`config.mk`:
```
export PLATFORM = sky130hd
export DESIGN_NAME = regfile_access_arbiter
export DESIGN_NICKNAME = d
export VERILOG_FILES = /design/src/rtl/regfile_access_arbiter.sv
export SDC_FILE = /design/constraint.sdc
export NUM_CORES = 1
export LEC_CHECK = 0
export BUFFER_PORTS_ARGS = -buffer_cell sky130_fd_sc_hd__buf_2
export CAP_MARGIN = 30
export CORE_MARGIN = 2
export CORE_UTILIZATION = 25
export DETAILED_ROUTE_END_ITERATION = 10
export HOLD_SLACK_MARGIN = 0.02
export PLACE_DENSITY_LB_ADDON = 0.3
export SLEW_MARGIN = 20
export SYNTH_ARGS = -nofsm -noshare
export SYNTH_HDL_FRONTEND = slang
export SYNTH_SLANG_ARGS = --single-unit
export TNS_END_PERCENT = 100
```
`constraint.sdc`:
```
create_clock -name clk -period 2.14 [get_ports clk]
set_input_delay 0.107 -clock clk [delete_from_list [all_inputs] [get_ports clk]]
set_output_delay 0.107 -clock clk [all_outputs]
set_load 0.01 [all_outputs]
```
`src/rtl/regfile_access_arbiter.sv`:
```
// Two-requester arbiter that serialises write / dual-read transactions onto a
// registered-read 32x32 register file and returns a one-cycle response pulse.
module regfile_access_arbiter #(
  parameter int DATA_W     = 32,
  parameter int ADDR_W     = 5,
  parameter int FIXED_PRIO = 0,
  parameter int ZERO_REG   = 1
) (
  input  logic                clk,
  input  logic                rst_n,
  input  logic [1:0]          req_valid,
  output logic [1:0]          req_ready,
  input  logic [1:0]          req_we,
  input  logic [2*ADDR_W-1:0] req_ra1,
  input  logic [2*ADDR_W-1:0] req_ra2,
  input  logic [2*ADDR_W-1:0] req_wa,
  input  logic [2*DATA_W-1:0] req_wdata,
  output logic [1:0]          rsp_valid,
  output logic [DATA_W-1:0]   rsp_rdata1,
  output logic [DATA_W-1:0]   rsp_rdata2,
  output logic                busy,
  output logic [ADDR_W-1:0]   rf_read_reg1,
  output logic [ADDR_W-1:0]   rf_read_reg2,
  output logic [ADDR_W-1:0]   rf_write_reg,
  output logic [DATA_W-1:0]   rf_write_data,
  output logic                rf_reg_write,
  input  logic [DATA_W-1:0]   rf_read_data1,
  input  logic [DATA_W-1:0]   rf_read_data2
);

  typedef enum logic [1:0] {IDLE, ISSUE, CAPTURE, RESP} state_t;

  state_t state_q, state_d;
  logic   last_grant;
  logic   gnt_idx;
  logic   is_wr;

  logic [1:0]        grant;
  logic              win_idx;
  logic              accept;
  logic              sel_we;
  logic [ADDR_W-1:0] sel_ra1, sel_ra2, sel_wa;
  logic [DATA_W-1:0] sel_wdata;

  function automatic logic wr_enable(input logic we, input logic [ADDR_W-1:0] wa);
    return we && !((ZERO_REG != 0) && (wa == '0));
  endfunction

  function automatic logic [DATA_W-1:0] rd_mask(input logic [ADDR_W-1:0] a,
                                                input logic [DATA_W-1:0] d);
    return ((ZERO_REG != 0) && (a == '0)) ? '0 : d;
  endfunction

  // Arbitration: only live in IDLE; on a round-robin tie the requester that
  // did not win last time goes first.
  always_comb begin
    grant = 2'b00;
    if (state_q == IDLE) begin
      if (FIXED_PRIO != 0) begin
        grant[0] = req_valid[0];
        grant[1] = req_valid[1] & ~req_valid[0];
      end else begin
        case (req_valid)
          2'b01:   grant = 2'b01;
          2'b10:   grant = 2'b10;
          2'b11:   grant = last_grant ? 2'b01 : 2'b10;
          default: grant = 2'b00;
        endcase
      end
    end
  end

  assign req_ready = grant;
  assign accept    = |grant;
  assign win_idx   = grant[1];

  always_comb begin
    sel_we    = win_idx ? req_we[1] : req_we[0];
    sel_ra1   = win_idx ? req_ra1[2*ADDR_W-1:ADDR_W] : req_ra1[ADDR_W-1:0];
    sel_ra2   = win_idx ? req_ra2[2*ADDR_W-1:ADDR_W] : req_ra2[ADDR_W-1:0];
    sel_wa    = win_idx ? req_wa[2*ADDR_W-1:ADDR_W]  : req_wa[ADDR_W-1:0];
    sel_wdata = win_idx ? req_wdata[2*DATA_W-1:DATA_W] : req_wdata[DATA_W-1:0];
  end

  always_comb begin
    state_d = state_q;
    case (state_q)
      IDLE:    if (accept) state_d = ISSUE;
      ISSUE:   state_d = is_wr ? RESP : CAPTURE;
      CAPTURE: state_d = RESP;
      RESP:    state_d = IDLE;
      default: state_d = IDLE;
    endcase
  end

  // Every output register clears on reset, so an in-flight transaction is
  // simply abandoned without a response.
  always_ff @(posedge clk) begin
    if (!rst_n) begin
      state_q       <= IDLE;
      last_grant    <= 1'b1;
      gnt_idx       <= 1'b0;
      is_wr         <= 1'b0;
      rf_read_reg1  <= '0;
      rf_read_reg2  <= '0;
      rf_write_reg  <= '0;
      rf_write_data <= '0;
      rf_reg_write  <= 1'b0;
      rsp_rdata1    <= '0;
      rsp_rdata2    <= '0;
    end else begin
      state_q <= state_d;
      case (state_q)
        IDLE: begin
          if (accept) begin
            rf_read_reg1  <= sel_ra1;
            rf_read_reg2  <= sel_ra2;
            rf_write_reg  <= sel_wa;
            rf_write_data <= sel_wdata;
            rf_reg_write  <= wr_enable(sel_we, sel_wa);
            is_wr         <= sel_we;
            gnt_idx       <= win_idx;
            last_grant    <= win_idx;
            rsp_rdata1    <= '0;
            rsp_rdata2    <= '0;
          end
        end
        ISSUE: rf_reg_write <= 1'b0;
        // Register-file read data is valid in this cycle; address registers
        // still hold the request so the r0 substitution can use them.
        CAPTURE: begin
          rsp_rdata1 <= rd_mask(rf_read_reg1, rf_read_data1);
          rsp_rdata2 <= rd_mask(rf_read_reg2, rf_read_data2);
        end
        default: ;
      endcase
    end
  end

  assign rsp_valid = (state_q == RESP) ? (gnt_idx ? 2'b10 : 2'b01) : 2'b00;
  assign busy      = (state_q != IDLE);

endmodule

```
Yosys cells after proc, flatten, opt, wreduce, memory -nomap -nowiden --
Index checks and enable logic that the tools add are counted.
Word-level totals: register bits after elaboration 117, input port bits 164, output and inout port bits 117, word-level logic and storage cells 51
Operators by class: eq/ne operators 7, muxes and demuxes 20, reduce and logical (&&, ||, !) cells 13
Operators with widths (count):
- 32-bit two-way mux | 4
- 32-bit one-hot mux with 2 select lines | 2
- 5-bit logical NOT | 3
- 5-bit two-way mux | 3
- 2-bit two-way mux | 5
- 2-bit equality test, second input constant | 4
- 2-bit one-hot mux with 4 select lines | 1
- 2-bit one-hot mux with 3 select lines | 1
- 2-bit AND reduction | 3
- 2-bit nonzero test | 3
- 2-bit by 1-bit equality test with 1-bit output, second input constant | 2
- 1-bit two-way mux | 3
- 2-bit logical NOT | 1
- 2-bit != test, second input constant | 1
- 1-bit one-hot mux with 2 select lines | 1
- 2-bit OR reduction | 1
- 1-bit logical AND | 1
- 1-bit logical NOT | 1

Depth between registers and ports, before layout --
Gate-level depths: netlist (run 1).
depth after elaboration 9, depth in mapped cells 9, mapped depth without buffers 6

Least setup slack after synthesis (run 1) --
OpenSTA, ideal clock, no wires.
path kind register -> register, from register state_q[0], to register rsp_rdata1[24], library setup time 128 ps, data arrival time 1642 ps, data required time 2012 ps, setup slack 371 ps, stages on the path, launching flop included 9, buffers on the path 2, period minus slack after synthesis 1769 ps, cell sequence dfxtp_1 inv_1 ha_1 nor3b_4 or2_2 buf_4 buf_2 a32oi_1 nor2_1
On the way: cells in the longest elaborated chain, start to end 5, elaborated cells between the ends (all ways) 8, those cells by class eq/ne: 2; mux: 2; reduce/logical: 4
Ends and longest elaborated chain:
- from (decl) | line 33 | state_t state_q, state_d;
- from (signal assigned) | line 112 | state_q <= state_d;
- 2-bit logical NOT | line 58, 113
- 2-bit two-way mux | line 58 | if (state_q == IDLE) begin
- 2-bit OR reduction | line 74 | assign accept = |grant;
- 2-bit != test (no line)
- 2-bit AND reduction (no line)
- to (signal assigned) | line 132 | rsp_rdata1 <= rd_mask(rf_read_reg1, rf_read_data1);
- to (decl) | line 19 | output logic [DATA_W-1:0] rsp_rdata1,
Parallel ways exist; a longest one is shown, timed or not. A chain may end at the register's enable or synchronous reset.

Worst setup path after layout (run 1) --
from register state_q[0], to output req_ready[1]
On the way: cells in the longest elaborated chain, start to end 2
Ends and longest elaborated chain:
- 2-bit logical NOT | line 58
- 2-bit two-way mux | line 58
- to (decl) | line 12 | output logic [1:0] req_ready,
No other way between the ends.

==> impl_results.md, run 1 <==
* Post-synth top area share at 48.3%
* Initial Utilization at 25.6%
* Worst path arrival time at 1.80 ns
* Worst VDD drop at 602 uV
* Die footprint at 20500 sq um
* Total track usage at 17.4%
* Drt total wl at 18.0 mm
* Std cell rows at 50
* Area delta synth->final at 62.8%
* Sink Count at 117
* Finished Cell Area at 7890 sq um
* Final Max Tran Viols at 0
* P per Cell Area at 1150 nW/um^2
* YS warnings at 0
* R2r setup slk at 0.27 ns
* Leakage at 3.51 nW
* Largest delay share family, worst path: buffers and inverters
* Dpl ws at 0.289 ns
* Setup CP Type: reg -> out
* RSZ-0062 raised after global routing: false
* Number of synthesized flops with an enable pin at 0
* First-pass GRT wire length at 27.7 mm
* Count leader, synth: dfxtp_1
* I/O pins at 281
* Syn nets at 732
* Highest net fanout along the worst path at 49
* CTS Buffer Depth at 2
* Drt pass-1 iters at 7
* Die height at 143 microns
* Worst-Margin Slew at 0.495 ns
* Total CTS buffers at 17
* # Max-Cap Violations at 0
* Final setup violating endpoints at 0
* Slew margin rel. at 67.0%
* H-tree lvl count at 4
* Fin crit period at 1.91 ns
* Share of layout cells above drive strength 1 at 37.2%
* Critical path launch point type: flip-flop
* DRC viols at 0
* Largest net degree at the start of global routing at 73
* CP max stage cell: dfxtp_1
* Final worst setup slack at 0.231 ns
* CTS tree: yes
* Initial antenna violation count at 1
* Flops & latches, synth at 117
* Placed inst area at 6520 sq um
* Critical path, cell by cell: inv_1 > ha_2 > buf_12 > nand2_2 > clkinv_2 > buf_2
* Chip Width at 143 microns
* Clk_skew at 0.00969 ns
* Post-route clock period utilization at 89.2%
* Vias per inst at 4.78
* Min-Delay Path Class: in -> reg
* DR vias at 5566
* Worst Path Buf+Inv at 4
* Hold Violations, Final at 0
* Number of port buffers at 280
* Placer Congestion at 0.839
* Count of different cell masters after synthesis at 38
* Drt wl/cell at 15.4 microns
* CP required at 2.03 ns
* Clk slew on worst S/H paths at 0.06 ns
* Ys flop type: dfxtp_1
* Top post-synthesis cells by area: dfxtp_1, a32o_1, a21oi_1
* DRT iter0 DRCs at 246
* Seq/Total Area, Yosys at 48.3%
* Maximum clock rate at 524 MHz
* Synthesized area per cell at 8.61 sq um
* Post-Synthesis Cell Area at 4850 sq um
* Synth cell count leaders: dfxtp_1, nand2_1, a21oi_1
* Placed insts at 1058
* Sum Neg Setup Slack at 0 ns
* Clock Tree Root: clkbuf_16
* Worst skew pair latency at 0.41 ns
* Critical Path Sink Type: output pin
* Final #Nets at 1061
* Antenna Violating Nets Remaining at 0
* Antenna diode count at 0
* Final Non-Filler Cells at 1165
* DP HPWL at 11.5 mm
* Grt total ovfl at 0
* Vias in the first global route at 5436
* Outcome: finished, final reports clean
* Async S/R FF share, synth at 0%
* Cells after Synth at 563
* Total Power at 9.04 mW
* Core ar. at 18900 sq um
* Fill cell count at 1913
* Delay of the slowest critical-path stage at 0.33 ns
* Synth area leader: dfxtp_1
* Top flop regs: rf_write_data: 32 flops, rsp_rdata1: 32 flops, rsp_rdata2: 32 flops
## layout by cell type (no fill, tap or decap), drive strengths merged, types with 2 or more instances in the layout
cell	instances
nand4	32
or4	3
inv	8
nor3	4
mux2i	2
nand3	31
o21ai	3
a311oi	5
a211oi	2
a32o	42
a21oi	64
nor2	57
clkinv	8
and3	2
dlygate4sd3	75
clkbuf	18
bufinv	3
a22oi	42
dfxtp	117
buf	294
nand2	75
ha	5
## cell families (layout without fill, tap and decap cells)
logic type | after synthesis | after routing | synth area share [%]
AO/OA/AOI/OAI | 164 | 164 | 24.7
buffers and inverters | 65 | 407 | 5.42
flip-flops | 117 | 117 | 48.3
adder cells (fa/ha/maj) | 5 | 5 | 1.29
multiplexers | 2 | 2 | 0.413
AND/OR/NAND/NOR | 210 | 210 | 19.8
## per-stage QoR
step                hold slack [ns]  util, %
floorplan                     0.183        -
global placement              0.341     34.5
detailed placement            0.343     34.5
CTS                          0.0293     41.7
global route                 0.0591     41.7
finish                       0.0492     41.7
## worst reg2reg max path, delay by kind of cell (launching register included)
kind,cells,cell delay [ns]
flip-flops,1,0.33
buffers and inverters,2,0.40
AO/OA/AOI/OAI,1,0.15
AND/OR/NAND/NOR,3,0.68
adder cells (fa/ha/maj),1,0.24
## what timing repair did
action | 4_1_cts | 5_1_grt
setup buffers | 0 | 0
endpoints found under the hold margin | 71 | 0
resized for setup | 0 | 0
hold buffers | 75 | 0
## path summary, 6_finish.rpt
| check | startpoint | to | cells past startpoint |
|---|---|---|---|
| hold reg to reg | rsp_rdata2[18] | rsp_rdata2[18] | 2 |
| hold / removal | req_wdata[37] | rf_write_data[5] | 4 |
| setup reg to reg | state_q[0] | rsp_rdata1[23] | 7 |
| setup / recovery | state_q[0] | req_ready[1] | 6 |
## report_power, final
part / leakage [nW] / total [mW] / internal [mW] / switching, mW
registers: 0.952 / 2.72 / 2.52 / 0.197
logic: 2.25 / 3.36 / 1.20 / 2.17
clock network: 0.301 / 2.96 / 1.87 / 1.08
total: 3.51 / 9.04 / 5.59 / 3.45
## layout make-up
| class | count | area [sq um] | area share (%) |
|---|---|---|---|
| clock buffers | 18 | 439 | 5.57 |
| clock inverters | 14 | 174 | 2.20 |
| inverters | 6 | 25.0 | 0.317 |
| multi-input cells | 381 | 2260 | 28.7 |
| flip-flops and latches | 117 | 2340 | 29.7 |
| well taps | 260 | 325 | 4.12 |
| repair buffers | 369 | 2320 | 29.4 |
## layer usage
metal	vias up	GRT usage, %	wire length (microns)
met2	244	28.9	8400
met1	2564	20.6	7720
met5	-	0	0
met3	29	5.53	1440
met4	0	7.48	416
li1	2729	-	-
Power figures use the tool's default switching activity.
==> inputs of run 2 (changes only) <==
--- a/config.mk
+++ b/config.mk
@@ -7,8 +7,10 @@
 export LEC_CHECK = 0
 export BUFFER_PORTS_ARGS = -buffer_cell sky130_fd_sc_hd__buf_2
 export CAP_MARGIN = 30
+export CELL_PAD_IN_SITES_DETAIL_PLACEMENT = 1
+export CELL_PAD_IN_SITES_GLOBAL_PLACEMENT = 2
 export CORE_MARGIN = 2
-export CORE_UTILIZATION = 25
+export CORE_UTILIZATION = 23
 export DETAILED_ROUTE_END_ITERATION = 10
 export HOLD_SLACK_MARGIN = 0.02
 export PLACE_DENSITY_LB_ADDON = 0.3
==> impl_results.md, run 2 (synthesis results as in run 1) <==
* Worst path arrival time at 1.79 ns
* CTS tree: yes
* Outcome: finished, final reports clean
* Sink Count at 117
* DRT iter0 DRCs at 160
* Leakage at 3.50 nW
* Drt pass-1 iters at 4
* Critical Path Sink Type: output pin
* Hold path depth at 4
* Hold_sp: req_wdata[40]
* Std cell rows at 53
* Vias in the first global route at 5983
* DP HPWL at 13.5 mm
* Commonest non-fill, non-tap cells in the layout: buf_2, dfxtp_1, dlygate4sd3_1, nand2_1, a21oi_1
* Die height at 149 microns
* Largest net degree at the start of global routing at 72
* Cts repair resizes at 0
* Slew margin rel. at 44.7%
* CTS Buffer Depth at 2
* Drt total wl at 19.9 mm
* Total track usage at 17.6%
* Clock Tree Root: clkbuf_16
* Sum Neg Setup Slack at 0 ns
* Placed insts at 1074
* First-pass GRT wire length at 30.8 mm
* Fin util at 37.9%
* Post-CTS Setup Repair Bufs at 0
* R2r setup slk at 0.26 ns
* Top flop regs: rf_write_data: 32 flops, rsp_rdata1: 32 flops, rsp_rdata2: 32 flops
* CP required at 2.03 ns
* Total CTS buffers at 17
* Worst flop-to-flop path endpoint: rsp_rdata2[9]
* Area delta synth->final at 62.8%
* Initial Utilization at 23.3%
* Min-Delay Path Class: in -> reg
* Commonest non-fill, non-tap cell in the layout: buf_2
* Setup CP Type: reg -> out
* Worst-Margin Slew at 0.830 ns
* Hold endpoint: rf_write_data[8]
* Number of port buffers at 280
* Critical R2R Launch: state_q[1]
* Final #Nets at 1062
* Total Power at 9.07 mW
* Placer Congestion at 0.783
* DRC viols at 0
* Final setup violating endpoints at 0
* Worst skew pair latency at 0.42 ns
* Highest net fanout along the worst path at 10
* Worst VDD drop at 674 uV
* Maximum clock rate at 528 MHz
* Final Max Tran Viols at 0
* Critical path launch point type: flip-flop
* Chip Width at 149 microns
* Clk slew on worst S/H paths at 0.06 ns
* Antenna diode count at 0
* Hold Buf Count CTS at 75
* Final Non-Filler Cells at 1180
* H-tree lvl count at 4
* Drt wl/cell at 16.8 microns
* DR vias at 5738
* Hold Violations, Final at 0
* RSZ-0062 raised after global routing: false
* P per Cell Area at 1150 nW/um^2
* Core ar. at 20800 sq um
* I/O pins at 281
* Vias per inst at 4.86
* Clk_skew at 0.00969 ns
* Post-route clock period utilization at 88.5%
* Antenna Violating Nets Remaining at 0
* Share of layout cells above drive strength 1 at 37.0%
* Die footprint at 22200 sq um
* Grt total ovfl at 0
* # Max-Cap Violations at 0
* Fin crit period at 1.89 ns
* R2R cell count at 8
* Initial antenna violation count at 0
[run 2: area by class of cell]
| cell class | instances | area (sq um) |
|---|---|---|
| tap | 275 | 344 |
| fill | 2485 | 12900 |
| sequential | 117 | 2340 |
| multi-input combinational | 381 | 2250 |
| clock inverter | 13 | 184 |
| inverter | 6 | 25.0 |
| timing repair buffer | 370 | 2310 |
| clock buffer | 18 | 429 |
[run 2: worst max path at each step]
| stage | cells after the start | slack [ns] | to | from |
|---|---|---|---|---|
| floorplan | 8 | 0.37 | rsp_rdata1[24] | state_q[0] |
| global placement | 7 | 0.41 | rsp_rdata1[24] | state_q[1] |
| detailed placement | 8 | 0.27 | rsp_rdata2[17] | state_q[1] |
| CTS | 6 | 0.22 | req_ready[1] | state_q[1] |
| global route | 6 | 0.14 | req_ready[1] | state_q[1] |
| finish | 6 | 0.25 | req_ready[1] | state_q[1] |
[run 2: power by group]
| part | leakage [nW] | internal (mW) | switching (mW) |
|---|---|---|---|
| Clock | 0.292 | 1.94 | 1.04 |
| Sequential | 0.952 | 2.52 | 0.211 |
| Combinational | 2.25 | 1.18 | 2.18 |
[run 2: critical path: stages (launching register included)]
cell	delay, ns
dfxtp_1	0.40
inv_1	0.11
ha_2	0.20
buf_4	0.17
nand2_2	0.14
clkinv_2	0.16
buf_2	0.18
[run 2: per-layer routing]
layer	wire length (microns)	track usage (%)	vias to the layer above
li1	-	-	2735
met1	8150	19.9	2751
met2	9770	30.4	215
met3	1370	5.41	37
met4	570	7.62	0
met5	0	0	-
[run 2: through the flow]
stage / setup WS (ns) / hold slack, ns / cell area, sq um
global placement: 0.411 / 0.338 / 6530
floorplan: 0.371 / 0.183 / 4850
finish: 0.245 / 0.0423 / 7890
global route: 0.137 / 0.0686 / 7890
CTS: 0.220 / 0.0222 / 7890
detailed placement: 0.271 / 0.365 / 6530
